--- config.mk ---
export PLATFORM = sky130hd
export DESIGN_NAME = ni_admit_control_mc
export DESIGN_NICKNAME = d
export VERILOG_FILES = /design/src/rtl/ni_admit_control_mc.sv
export SDC_FILE = /design/constraint.sdc
export NUM_CORES = 1
export LEC_CHECK = 0
export ABC_AREA = 1
export BUFFER_PORTS_ARGS = -buffer_cell sky130_fd_sc_hd__buf_2
export CAP_MARGIN = 30
export CORE_UTILIZATION = 46
export CTS_BUF_LIST = sky130_fd_sc_hd__clkbuf_16
export CTS_CLUSTER_DIAMETER = 120
export CTS_CLUSTER_SIZE = 30
export DETAILED_ROUTE_END_ITERATION = 7
export PLACE_DENSITY = 0.86
export SLEW_MARGIN = 15
export SYNTH_ARGS = -nofsm -noshare
export SYNTH_HDL_FRONTEND = slang
export SYNTH_SLANG_ARGS = --single-unit
--- constraint.sdc ---
create_clock -name clk -period 2.5 [get_ports clk]
set_clock_uncertainty 0.05 [all_clocks]
set_input_delay 0.25 -clock clk [delete_from_list [all_inputs] [get_ports clk]]
set_output_delay 0.25 -clock clk [all_outputs]
set_load 0.01 [all_outputs]
--- src/rtl/ni_admit_control_mc.sv ---
// Network-interface admission control: per-virtual-channel header/payload flit counting,
// buffer-full flags, stall and sample strobes. Define NI_ADMIT_ERR_CHECK_EN for sticky framing errors.

module ni_admit_lane #(
  parameter int CNT_WIDTH = 4
) (
  input  logic                 clk,
  input  logic                 rst,
  input  logic                 v_valid,
  input  logic                 is_tail,
  input  logic                 clr_req,
  input  logic                 rcv_hdr,
  input  logic                 rcv_pay,
  input  logic                 is_read,
  input  logic [CNT_WIDTH-1:0] header_flits,
  input  logic [CNT_WIDTH-1:0] read_lim,
  input  logic [CNT_WIDTH-1:0] write_lim,
  output logic                 full_header,
  output logic                 full_payload,
  output logic [CNT_WIDTH-1:0] flit_count,
  output logic                 stall,
  output logic                 sample_header,
  output logic                 sample_payload,
  output logic                 packet_finished,
  output logic                 error
);
  logic [CNT_WIDTH-1:0] cnt_q, cnt_d, lim;
  logic fh_q, fh_d, fp_q, fp_d, pf_q, pf_d;
  logic hdr, pay, clear, hdr_last, pay_last;

  // Header phase wins when both phase inputs are raised.
  assign hdr      = rcv_hdr;
  assign pay      = rcv_pay & ~rcv_hdr;
  assign lim      = is_read ? read_lim : write_lim;
  assign hdr_last = (cnt_q == header_flits);
  assign pay_last = (cnt_q == lim);
  assign clear    = clr_req & (pf_q | fp_q);

  assign sample_header  = hdr & ~fh_q & v_valid;
  assign sample_payload = pay & ~fp_q & v_valid;
  assign stall          = hdr ? fh_q : (pay ? fp_q : 1'b1);

  always_comb begin
    cnt_d = cnt_q;
    fh_d  = fh_q;
    fp_d  = fp_q;
    pf_d  = pf_q;
    if (clear) begin
      cnt_d = '0;
      fh_d  = 1'b0;
      fp_d  = 1'b0;
    end else if (v_valid) begin
      // Any valid flit that does not advance the count returns it to zero (no wrap).
      if ((sample_payload && !pay_last) || (sample_header && !hdr_last))
        cnt_d = cnt_q + 1'b1;
      else
        cnt_d = '0;
      if (hdr && hdr_last) fh_d = 1'b1;
      if (pay && pay_last) fp_d = 1'b1;
      if (sample_header || sample_payload) pf_d = is_tail;
    end
  end

  always_ff @(posedge clk) begin
    if (rst) begin
      cnt_q <= '0;
      fh_q  <= 1'b0;
      fp_q  <= 1'b0;
      pf_q  <= 1'b0;
    end else begin
      cnt_q <= cnt_d;
      fh_q  <= fh_d;
      fp_q  <= fp_d;
      pf_q  <= pf_d;
    end
  end

  assign flit_count      = cnt_q;
  assign full_header     = fh_q;
  assign full_payload    = fp_q;
  assign packet_finished = pf_q;

`ifdef NI_ADMIT_ERR_CHECK_EN
  logic err_q, err_d;
  // Tail-ness must coincide exactly with the last payload slot: early tail or missing tail.
  assign err_d = err_q | (sample_payload & (is_tail ^ pay_last));
  always_ff @(posedge clk) begin
    if (rst) err_q <= 1'b0;
    else     err_q <= err_d;
  end
  assign error = err_q;
`else
  assign error = 1'b0;
`endif
endmodule

module ni_admit_control_mc #(
  parameter int FLIT_WIDTH  = 32,
  parameter int NUM_VC      = 2,
  parameter int VC_SEL_W    = 1,
  parameter int CNT_WIDTH   = 4,
  parameter int FTYPE_WIDTH = 2,
  parameter logic [FTYPE_WIDTH-1:0] ENC_TAIL = 2'b10,
  parameter logic [FTYPE_WIDTH-1:0] ENC_SING = 2'b11
) (
  input  logic                           clk,
  input  logic                           rst,
  input  logic                           valid,
  input  logic [VC_SEL_W-1:0]            vc_sel,
  input  logic [FLIT_WIDTH-1:0]          flit,
  input  logic [NUM_VC-1:0]              clear_flit_count,
  input  logic [NUM_VC-1:0]              receiving_header,
  input  logic [NUM_VC-1:0]              receiving_payload,
  input  logic [NUM_VC-1:0]              packet_type_is_read,
  input  logic [CNT_WIDTH-1:0]           header_flits,
  input  logic [CNT_WIDTH-1:0]           read_payload_flits,
  input  logic [CNT_WIDTH-1:0]           write_payload_flits,
  output logic [NUM_VC-1:0]              full_header,
  output logic [NUM_VC-1:0]              full_payload,
  output logic [NUM_VC*CNT_WIDTH-1:0]    flit_count,
  output logic [NUM_VC-1:0]              stall,
  output logic [NUM_VC-1:0]              sample_header,
  output logic [NUM_VC-1:0]              sample_payload,
  output logic [NUM_VC-1:0]              packet_finished,
  output logic [NUM_VC-1:0]              error
);
  logic [FTYPE_WIDTH-1:0] ftype;
  logic is_tail;
  logic unused_flit_bits;

  assign ftype            = flit[FTYPE_WIDTH-1:0];
  assign is_tail          = (ftype == ENC_TAIL) || (ftype == ENC_SING);
  assign unused_flit_bits = ^flit[FLIT_WIDTH-1:FTYPE_WIDTH];

  for (genvar v = 0; v < NUM_VC; v++) begin : g_vc
    // Out-of-range vc_sel matches no lane.
    logic v_valid;
    assign v_valid = valid && (vc_sel == VC_SEL_W'(v));

    ni_admit_lane #(.CNT_WIDTH(CNT_WIDTH)) u_lane (
      .clk             (clk),
      .rst             (rst),
      .v_valid         (v_valid),
      .is_tail         (is_tail),
      .clr_req         (clear_flit_count[v]),
      .rcv_hdr         (receiving_header[v]),
      .rcv_pay         (receiving_payload[v]),
      .is_read         (packet_type_is_read[v]),
      .header_flits    (header_flits),
      .read_lim        (read_payload_flits),
      .write_lim       (write_payload_flits),
      .full_header     (full_header[v]),
      .full_payload    (full_payload[v]),
      .flit_count      (flit_count[v*CNT_WIDTH +: CNT_WIDTH]),
      .stall           (stall[v]),
      .sample_header   (sample_header[v]),
      .sample_payload  (sample_payload[v]),
      .packet_finished (packet_finished[v]),
      .error           (error[v])
    );
  end
endmodule

==> results.toml, run 1 <==
[clock_tree]
root_buffer = "clkbuf_16"
htreeDepth = 1
clk_pin_slew_ns = 0.05
ctsHoldBuffers = 0
cts_made_buffers = 3
cts_setup_buffers = 0
numClockSinks = 14
insertion_delay_ns = 0.24
cts_resized = 0
cts_buffer_depth = 2
cts_tree = "built"

[status]
status = "finished, final reports clean"

[cells_and_area]
nNetsFinal = 302
drive_above_1_share_pct = 25.1
fillers = 261
area_growth_pct = 19.2
diodes = 0

[detailed_routing]
drt-pass1-iter-count = 4
drc_errors = 0
dr_total_vias = 1259
wl_um = 2640
viasPerCell = 4.61
drtIter0Drc = 29
drt-wirelength-per-cell_um = 9.66
antenna_left = 0

[sta]
timing.final.hold_violations = 0
timing.setup.tns_ns = 0
hold_slack_ns = 0.155
rsz0062_at_grt = "no"
finalCriticalPeriod_ns = 1.37
period_share_pct = 54.9
drv_slew = 0
finalSetupViolCount = 0
max_freq_mhz = 729

[die]
die_h_um = 53.6
core_area_um2 = 2500
die_w_um = 53.6
die_area_um2 = 2880
ioPinCount = 78
start_util_pct = 49.0
row_count = 18

[yosys]
ys_seq_elements = 14
syn-instance-count = 208
ys_warn_count = 0
avgSynthCellArea_um2 = 5.90
synth-seq-area-share_pct = 22.9
synth_cell_type_count = 24
syn_area_um2 = 1230

[placement]
io_buffers = 44
gp_congestion = 0.913
dp_hpwl_um = 2130

[worst_setup_path]
critPathCaptureType = "flop"
crit_top_cell = "nand2_1"
worst_ep_arrival_time_ns = 1.46
path_class = "reg2reg"
startpoint_type = "flop"
r2r_cells = 9
required_ns = 2.59
path_cells = "inv_1 > nand2_1 > nand2_1 > nor2_1 > nand2_1 > a21oi_1 > nand2_1 > nand2_2 > nor2_1"
critPathMaxFanout = 6
slowest_stage = "dfxtp_1"
cp_slowest_stage_delay_ns = 0.41

[power]
p_leak_nw = 0.846
peakVddDrop_v = 0.000536
p_per_area_nw_per_um2 = 475

[global_routing]
grt_usage_pct = 20.2
overflow = 0
grt_max_degree = 9
antenna_found_initial = 0
first_global_vias = 1051
grt_pass1_wl_um = 4260

[run]
max-cap-violations = 0

[hold_path]
hold_class = "in2reg"
whs_path_depth = 2
[registers in the layout (all words and copies together) (netlist names)]
register,cells
g_vc.u_lane.full_header,2
g_vc.u_lane.full_payload,2
g_vc.u_lane.flit_count,8
g_vc.u_lane.packet_finished,2
[layout make-up]
cell class	instances	area [um2]	share of cell area, %
timing repair buffer	44	220	15.1
multi-input combinational	152	734	50.3
sequential	14	280	19.2
tap	30	37.5	2.57
clock inverter	1	3.75	0.257
inverter	29	110	7.53
clock buffer	3	75.1	5.14
[metrics by stage]
stage	area (um2)	util [%]	setup slack (ns)	power [mW]	std cells
floorplan	1230	-	1.27	0.346	209
global placement	1380	55.3	1.16	0.387	269
detailed placement	1380	55.3	1.12	0.390	269
CTS	1460	58.5	1.11	0.702	273
global route	1460	58.5	0.983	0.733	273
finish	1460	58.5	1.13	0.694	273
[logic make-up (layout without fill, tap and decap cells)]
| logic type | Yosys count | in the layout | share of synthesized area [%] |
|---|---|---|---|
| AND/OR/NAND/NOR | 126 | 126 | 44.9 |
| other | 1 | 2 | 0.306 |
| adder cells (fa/ha/maj) | 2 | 2 | 2.04 |
| XOR/XNOR | 8 | 8 | 5.71 |
| AO/OA/AOI/OAI | 14 | 14 | 6.63 |
| buffers and inverters | 43 | 77 | 17.6 |
| flip-flops | 14 | 14 | 22.9 |
[where the power goes]
group | switching, mW | internal (mW) | leakage, nW
logic | 0.0874 | 0.0578 | 0.693
registers | 0.0102 | 0.231 | 0.114
clock network | 0.0959 | 0.212 | 0.0385
total | 0.194 | 0.501 | 0.846
[critical path: cells and delay by family, from the launching register on]
kind,cells,cell delay [ns]
compound gates,1,0.13
buf+inv,1,0.12
flops,1,0.41
simple gates,7,0.56
[synth_stat cells]
cell	n	share of area, %
o21ai_0	3	1.2
nand2_4	1	0.92
xor2_1	8	5.7
nand3_1	12	4.9
nand2_2	4	2.0
nand2_1	77	24
nor3_1	2	0.82
clkinv_2	1	0.41
ha_1	2	2.0
conb_1	1	0.31
o21a_1	4	2.4
a21oi_1	4	1.6
nor2_4	2	1.8
inv_1	25	7.7
nor2_2	1	0.51
nor2_1	23	7.0
o21ai_1	2	0.82
dfxtp_1	14	23
nor3_2	1	0.82
inv_2	3	0.92
nand4_1	2	1.0
nand3_4	1	1.4
a31oi_1	1	0.51
buf_4	14	8.6
[per-layer routing]
| metal | vias to the layer above | track usage, % | routed length, um |
|---|---|---|---|
| met2 | 25 | 34.0 | 1310 |
| met5 | - | 0 | 0 |
| met1 | 538 | 25.2 | 1190 |
| li1 | 692 | - | - |
| met4 | 0 | 4.82 | 26 |
| met3 | 4 | 5.93 | 110 |
[final timing paths]
path	startpoint	endpoint	slack, ns
worst max-delay path	g_vc[0].u_lane.flit_count[0]$_SDFFE_PP0P_	g_vc[0].u_lane.flit_count[2]$_SDFFE_PP0P_	1.13
worst min-delay path	rst	g_vc[1].u_lane.packet_finished$_SDFFE_PP0P_	0.16
worst max register to register	g_vc[0].u_lane.flit_count[0]$_SDFFE_PP0P_	g_vc[0].u_lane.flit_count[2]$_SDFFE_PP0P_	1.13
worst min register to register	g_vc[0].u_lane.packet_finished$_SDFFE_PP0P_	g_vc[0].u_lane.packet_finished$_SDFFE_PP0P_	0.43
[layout by cell type, fill, tap and decap left out, types with 3 or more instances in the layout]
master,instances
nand2_1,77
dfxtp_1,14
clkbuf_16,3
o21a_1,4
o21ai_0,3
inv_1,25
inv_2,3
nand2_2,4
nand3_1,12
buf_2,44
a21oi_1,4
nor2_1,23
xor2_1,8
Power figures use the tool's default switching activity.
==> run 2, diff against run 1 <==
--- a/config.mk
+++ b/config.mk
@@ -5,15 +5,15 @@
 export SDC_FILE = /design/constraint.sdc
 export NUM_CORES = 1
 export LEC_CHECK = 0
-export ABC_AREA = 1
+export ABC_AREA = 0
 export BUFFER_PORTS_ARGS = -buffer_cell sky130_fd_sc_hd__buf_2
 export CAP_MARGIN = 30
-export CORE_UTILIZATION = 46
+export CORE_UTILIZATION = 41
 export CTS_BUF_LIST = sky130_fd_sc_hd__clkbuf_16
 export CTS_CLUSTER_DIAMETER = 120
 export CTS_CLUSTER_SIZE = 30
 export DETAILED_ROUTE_END_ITERATION = 7
-export PLACE_DENSITY = 0.86
+export PLACE_DENSITY = 0.8
 export SLEW_MARGIN = 15
 export SYNTH_ARGS = -nofsm -noshare
 export SYNTH_HDL_FRONTEND = slang
==> constraint.sdc (replaced) <==
create_clock -name clk -period 1.45 [get_ports clk]
set_clock_uncertainty 0.05 [all_clocks]
set_input_delay 0.145 -clock clk [delete_from_list [all_inputs] [get_ports clk]]
set_output_delay 0.145 -clock clk [all_outputs]
set_load 0.01 [all_outputs]
==> results.toml, run 2 <==
[run]
max-cap-violations = 0

[yosys]
async_flop_share_pct = 0
yosys-top-cells-area = "dfxtp_1 25%, xnor2_1 11%, buf_4 9.3%"
synth_flop_cell = "dfxtp_1"
synth_top_cell_area_share_pct = 24.8
ys_warn_count = 0
synth_common_cells = "14 x buf_4, 14 x dfxtp_1, 14 x xnor2_1"
syn-instance-count = 132
avgSynthCellArea_um2 = 8.55
synth_cell_type_count = 30
syn_area_um2 = 1130
synth-edff-count = 0
yosys.area.top_type = "dfxtp_1"
ys_seq_elements = 14
synth-seq-area-share_pct = 24.8

[detailed_routing]
drt-wirelength-per-cell_um = 13.8
drt-pass1-iter-count = 4
drc_errors = 0
drtIter0Drc = 21
viasPerCell = 5.36
antenna_left = 0
dr_total_vias = 1114
wl_um = 2880

[cells_and_area]
area_growth_pct = 38.7
multi_input_comb_area_um2 = 822
final_core_util_pct = 61.5
layout.cells.most_common_list = "44 x buf_2, 17 x buf_4, 13 x xnor2_1"
layout_commonest_cell = "buf_2"
largest_reg_flops = 8
nNetsFinal = 238
diodes = 0
fillers = 208
drive_above_1_share_pct = 45.5
regArea_um2 = 283

[die]
die_h_um = 54.5
row_count = 18
start_util_pct = 44.3
ioPinCount = 78
die_w_um = 54.5
die_area_um2 = 2970
core_area_um2 = 2540

[clock_tree]
htreeDepth = 1
cts_tree = "built"
cts_buffer_depth = 2
root_buffer = "clkbuf_16"
cts_made_buffers = 3
insertion_delay_ns = 0.24
ctsHoldBuffers = 0
clk_pin_slew_ns = 0.05
numClockSinks = 14

[power]
p_per_area_nw_per_um2 = 789
comb_power_share_pct = 25.1
p_clk_share_pct = 41.7
p_int_mw = 0.901
peakVddDrop_v = 0.000569
p_sw_share_pct = 27.1
pwr-share-seq_pct = 33.2
p_leak_nw = 0.686
switchingPower_mw = 0.334

[placement]
io_buffers = 44
gp_congestion = 0.798
dp_hpwl_um = 2150

[sta]
rsz0062_at_grt = "yes"
hold_slack_ns = 0.133
finalSetupViolCount = 4
drv_slew = 0
timing.setup.tns_ns = -0.143
period_share_pct = 103
finalCriticalPeriod_ns = 1.50
timing.final.hold_violations = 0
max_freq_mhz = 667
fin_ws_ns = -0.0499

[worst_setup_path]
critPathMaxFanout = 4
path_class = "reg2reg"
cp-startpoint = "g_vc[0].u_lane.flit_count[0]$_SDFFE_PP0P_"
r2r-start = "g_vc[0].u_lane.flit_count[0]$_SDFFE_PP0P_"
critPathCaptureType = "flop"
required_ns = 1.52
startpoint_type = "flop"
worst_ep_arrival_time_ns = 1.57

[hold_path]
hold_class = "in2reg"
worstHoldStart = "receiving_payload[0]"

[status]
failed_checks = "setup timing"
status = "complete, but fails checks"

[global_routing]
grt_pass1_wl_um = 4340
grt_max_degree = 10
antenna_found_initial = 0
overflow = 0
grt_usage_pct = 21.0
first_global_vias = 1080
==> run 2: changes by cell type in the layout (fill, tap and decap cells not counted), moves of 3 or more <==
cell	delta
nor2_1	-19
nand2_2	-4
nor2b_1	+3
xnor2_1	+13
a21oi_1	+3
inv_1	-25
buf_4	+17
and2_1	+4
mux2i_1	+10
a21oi_2	+3
nand2_1	-69
inv_2	-3
nand3_1	-12
==> run 2: path summary, 6_finish.rpt <==
| check | end | slack, ns | depth (start not counted) |
|---|---|---|---|
| worst min-delay path | g_vc[0].u_lane.full_payload$_SDFFE_PP0P_ | 0.13 | 3 |
| worst min register to register | g_vc[0].u_lane.packet_finished$_SDFFE_PP0P_ | 0.45 | 2 |
| worst max-delay path | g_vc[0].u_lane.flit_count[2]$_SDFFE_PP0P_ | -0.05 | 4 |
| worst max register to register | g_vc[0].u_lane.flit_count[2]$_SDFFE_PP0P_ | -0.05 | 4 |
==> run 2: final cells by class <==
cell class	count	area share, %
multi-input cells	100	52.5
repair buffers	61	22.2
flip-flops and latches	14	18.1
clock buffers	3	4.80
well taps	30	2.40
==> run 2: metrics by stage <==
step                cell area, um2  setup slack, ns  cells  total power [mW]
finish                        1570          -0.0499    208              1.24
global route                  1570          -0.0623    208              1.28
CTS                           1500           0.0126    207              1.21
detailed placement            1380          -0.0637    204             0.686
global placement              1380          -0.0484    204             0.675
floorplan                     1140           0.0172    133             0.597
==> run 2: timing repair <==
item,CTS,global route
pin swaps,2,10
buffers inserted,0,1
endpoints found under the setup margin,10,9
resized for setup,7,11
==> run 2: worst max-delay path, stage by stage (launching register included) <==
cell and delay, ns:
dfxtp_2 0.31, xor2_1 0.17, o41a_1 0.48, o21ai_4 0.26, a21oi_1 0.10
==> run 2: kinds of logic after synthesis <==
family | share of synthesized area (%)
DFF | 24.8
xor gates and xnor gates | 17.1
buffers and inverters | 12.3
adders and majority gates | 2.22
muxes | 8.87
other | 0.332
and+or+nand+nor | 19.8
AOI/OAI and AO/OA | 14.5
==> run 2: power by group through the flow <==
stage	logic (mW)	clock network (mW)	registers [mW]
floorplan	0.170	0	0.427
global placement	0.258	0	0.416
detailed placement	0.269	0	0.417
CTS	0.285	0.519	0.410
global route	0.334	0.535	0.412
finish	0.310	0.516	0.410
==> run 2: routing by layer <==
layer / vias to the layer above / wire (um) / track usage, %
met2: 51 / 1490 / 41.1
li1: 549 / - / -
met5: - / 0 / 0
met1: 506 / 1110 / 20.3
met3: 8 / 181 / 4.17
met4: 0 / 103 / 10.7
==> run 3, diff against run 2 <==
--- a/config.mk
+++ b/config.mk
@@ -8,12 +8,14 @@
 export ABC_AREA = 0
 export BUFFER_PORTS_ARGS = -buffer_cell sky130_fd_sc_hd__buf_2
 export CAP_MARGIN = 30
-export CORE_UTILIZATION = 41
-export CTS_BUF_LIST = sky130_fd_sc_hd__clkbuf_16
+export CORE_MARGIN = 5
+export CORE_UTILIZATION = 43
+export CTS_BUF_LIST = sky130_fd_sc_hd__clkbuf_4 sky130_fd_sc_hd__clkbuf_8
 export CTS_CLUSTER_DIAMETER = 120
 export CTS_CLUSTER_SIZE = 30
 export DETAILED_ROUTE_END_ITERATION = 7
-export PLACE_DENSITY = 0.8
+export GPL_TIMING_DRIVEN = 0
+export PLACE_DENSITY = 0.83
 export SLEW_MARGIN = 15
 export SYNTH_ARGS = -nofsm -noshare
 export SYNTH_HDL_FRONTEND = slang
==> results.toml, run 3 (synthesis gave the netlist of run 2 again) <==
[worst_setup_path]
required_ns = 1.56
path_class = "reg2reg"
critPathCaptureType = "flop"
startpoint_type = "flop"
cp_slowest_stage_delay_ns = 0.47
critPathMaxFanout = 4
worst_ep_arrival_time_ns = 1.60
slowest_stage = "o41a_1"
path_cells = "xor2_2 > o41a_1 > o21ai_4 > a21oi_1"

[cells_and_area]
diodes = 0
largest_reg_flops = 8
nNetsFinal = 240
drive_above_1_share_pct = 49.2
layout_commonest_cell = "buf_2"
area_growth_pct = 43.9
layout.cells.most_common_list = "37 x buf_2, 16 x buf_4, 14 x xnor2_1"

[sta]
finalSetupViolCount = 9
relSlewSlack_pct = 64.9
period_share_pct = 103
fin_ws_ns = -0.0426
finalCriticalPeriod_ns = 1.49
tightest_slew_ns = 0.527
max_freq_mhz = 670
drv_slew = 0
timing.setup.tns_ns = -0.124
rsz0062_at_grt = "yes"
timing.final.hold_violations = 0

[power]
p_leak_nw = 0.695
p_per_area_nw_per_um2 = 629
peakVddDrop_v = 0.000495

[placement]
gp_congestion = 0.872
io_buffers = 41
pre_cts_slack_ns = -0.196
dp_hpwl_um = 2360

[detailed_routing]
viasPerCell = 5.51
drt-pass1-iter-count = 4
drtIter0Drc = 12
routed.top_layer = "met4"
dr_total_vias = 1163
wl_um = 3330
wl_met1_um = 1290
antenna_left = 0
drc_errors = 0
dr_wl_met3_um = 263
met2WireLength_um = 1660
drt-wirelength-per-cell_um = 15.8

[global_routing]
antenna_found_initial = 0
overflow = 0
first_global_vias = 1183
grt_max_degree = 10
grt_pass1_wl_um = 5140
grt_usage_pct = 18.8

[die]
die_h_um = 61.2
row_count = 18
ioPinCount = 78
die_w_um = 61.2
core_area_um2 = 2500
die_area_um2 = 3750
start_util_pct = 45.1

[clock_tree]
cts_buffer_depth = 2
clk_pin_slew_ns = 0.09
htreeDepth = 1
root_buffer = "clkbuf_4"
cts_made_buffers = 3
cts_tree = "built"
numClockSinks = 14
insertion_delay_ns = 0.29

[run]
max-cap-violations = 0

[status]
failed_checks = "setup timing"
status = "complete, but fails checks"

[hold_path]
hold_class = "in2reg"
run 3: metrics by stage:
step	utilization (%)	std cells	power [mW]	cell area [um2]	hold slack [ns]
2_1_floorplan	-	133	0.597	1140	0.256
3_3_place_gp	55.3	204	0.672	1380	0.379
3_5_place_dp	55.3	204	0.687	1380	0.390
4_1_cts	61.9	213	0.995	1550	0.0755
5_1_grt	65.0	211	1.07	1620	0.0880
6_report	65.0	211	1.02	1620	0.0879
run 3: worst paths after layout:
path                                                     from                                          end  slack (ns)  cells past startpoint
hold reg to reg   g_vc[0].u_lane.packet_finished$_SDFFE_PP0P_  g_vc[0].u_lane.packet_finished$_SDFFE_PP0P_        0.47                      2
setup / recovery    g_vc[0].u_lane.flit_count[1]$_SDFFE_PP0P_    g_vc[0].u_lane.flit_count[2]$_SDFFE_PP0P_       -0.04                      4
hold / removal                                        flit[1]  g_vc[1].u_lane.packet_finished$_SDFFE_PP0P_        0.09                      3
setup reg to reg    g_vc[0].u_lane.flit_count[1]$_SDFFE_PP0P_    g_vc[0].u_lane.flit_count[2]$_SDFFE_PP0P_       -0.04                      4
run 3: worst max-delay path: cells and delay by family (launching register included):
family,cells,cell delay [ns]
AO/OA/AOI/OAI,3,0.80
flip-flops,1,0.37
XOR/XNOR,1,0.15
run 3: timing repair:
item | CTS | global route
resized for setup | 22 | 18
hold buffers | 0 | 0
endpoints found under the hold margin | 0 | 0
pin swaps | 11 | 9
setup endpoints to repair | 12 | 16
cloned | 0 | 0
buffers inserted | 6 | 1
run 3: area by class of cell:
cell class | count | area, um2
flip-flops and latches | 14 | 303
multi-input cells | 100 | 852
repair buffers | 48 | 287
plain buffers | 15 | 109
clock buffers | 4 | 36.3
well taps | 30 | 37.5
fillers | 204 | 876
run 3: power breakdown:
| group | internal, mW | switching [mW] |
|---|---|---|
| Clock | 0.153 | 0.141 |
| Combinational | 0.151 | 0.169 |
| Sequential | 0.391 | 0.0174 |
| Total | 0.695 | 0.327 |
run 3: routing by layer:
layer	vias up	GRT usage [%]
met1	555	20.8
met2	50	34.6
li1	547	-
met3	11	3.98
met4	0	7.74
met5	-	0
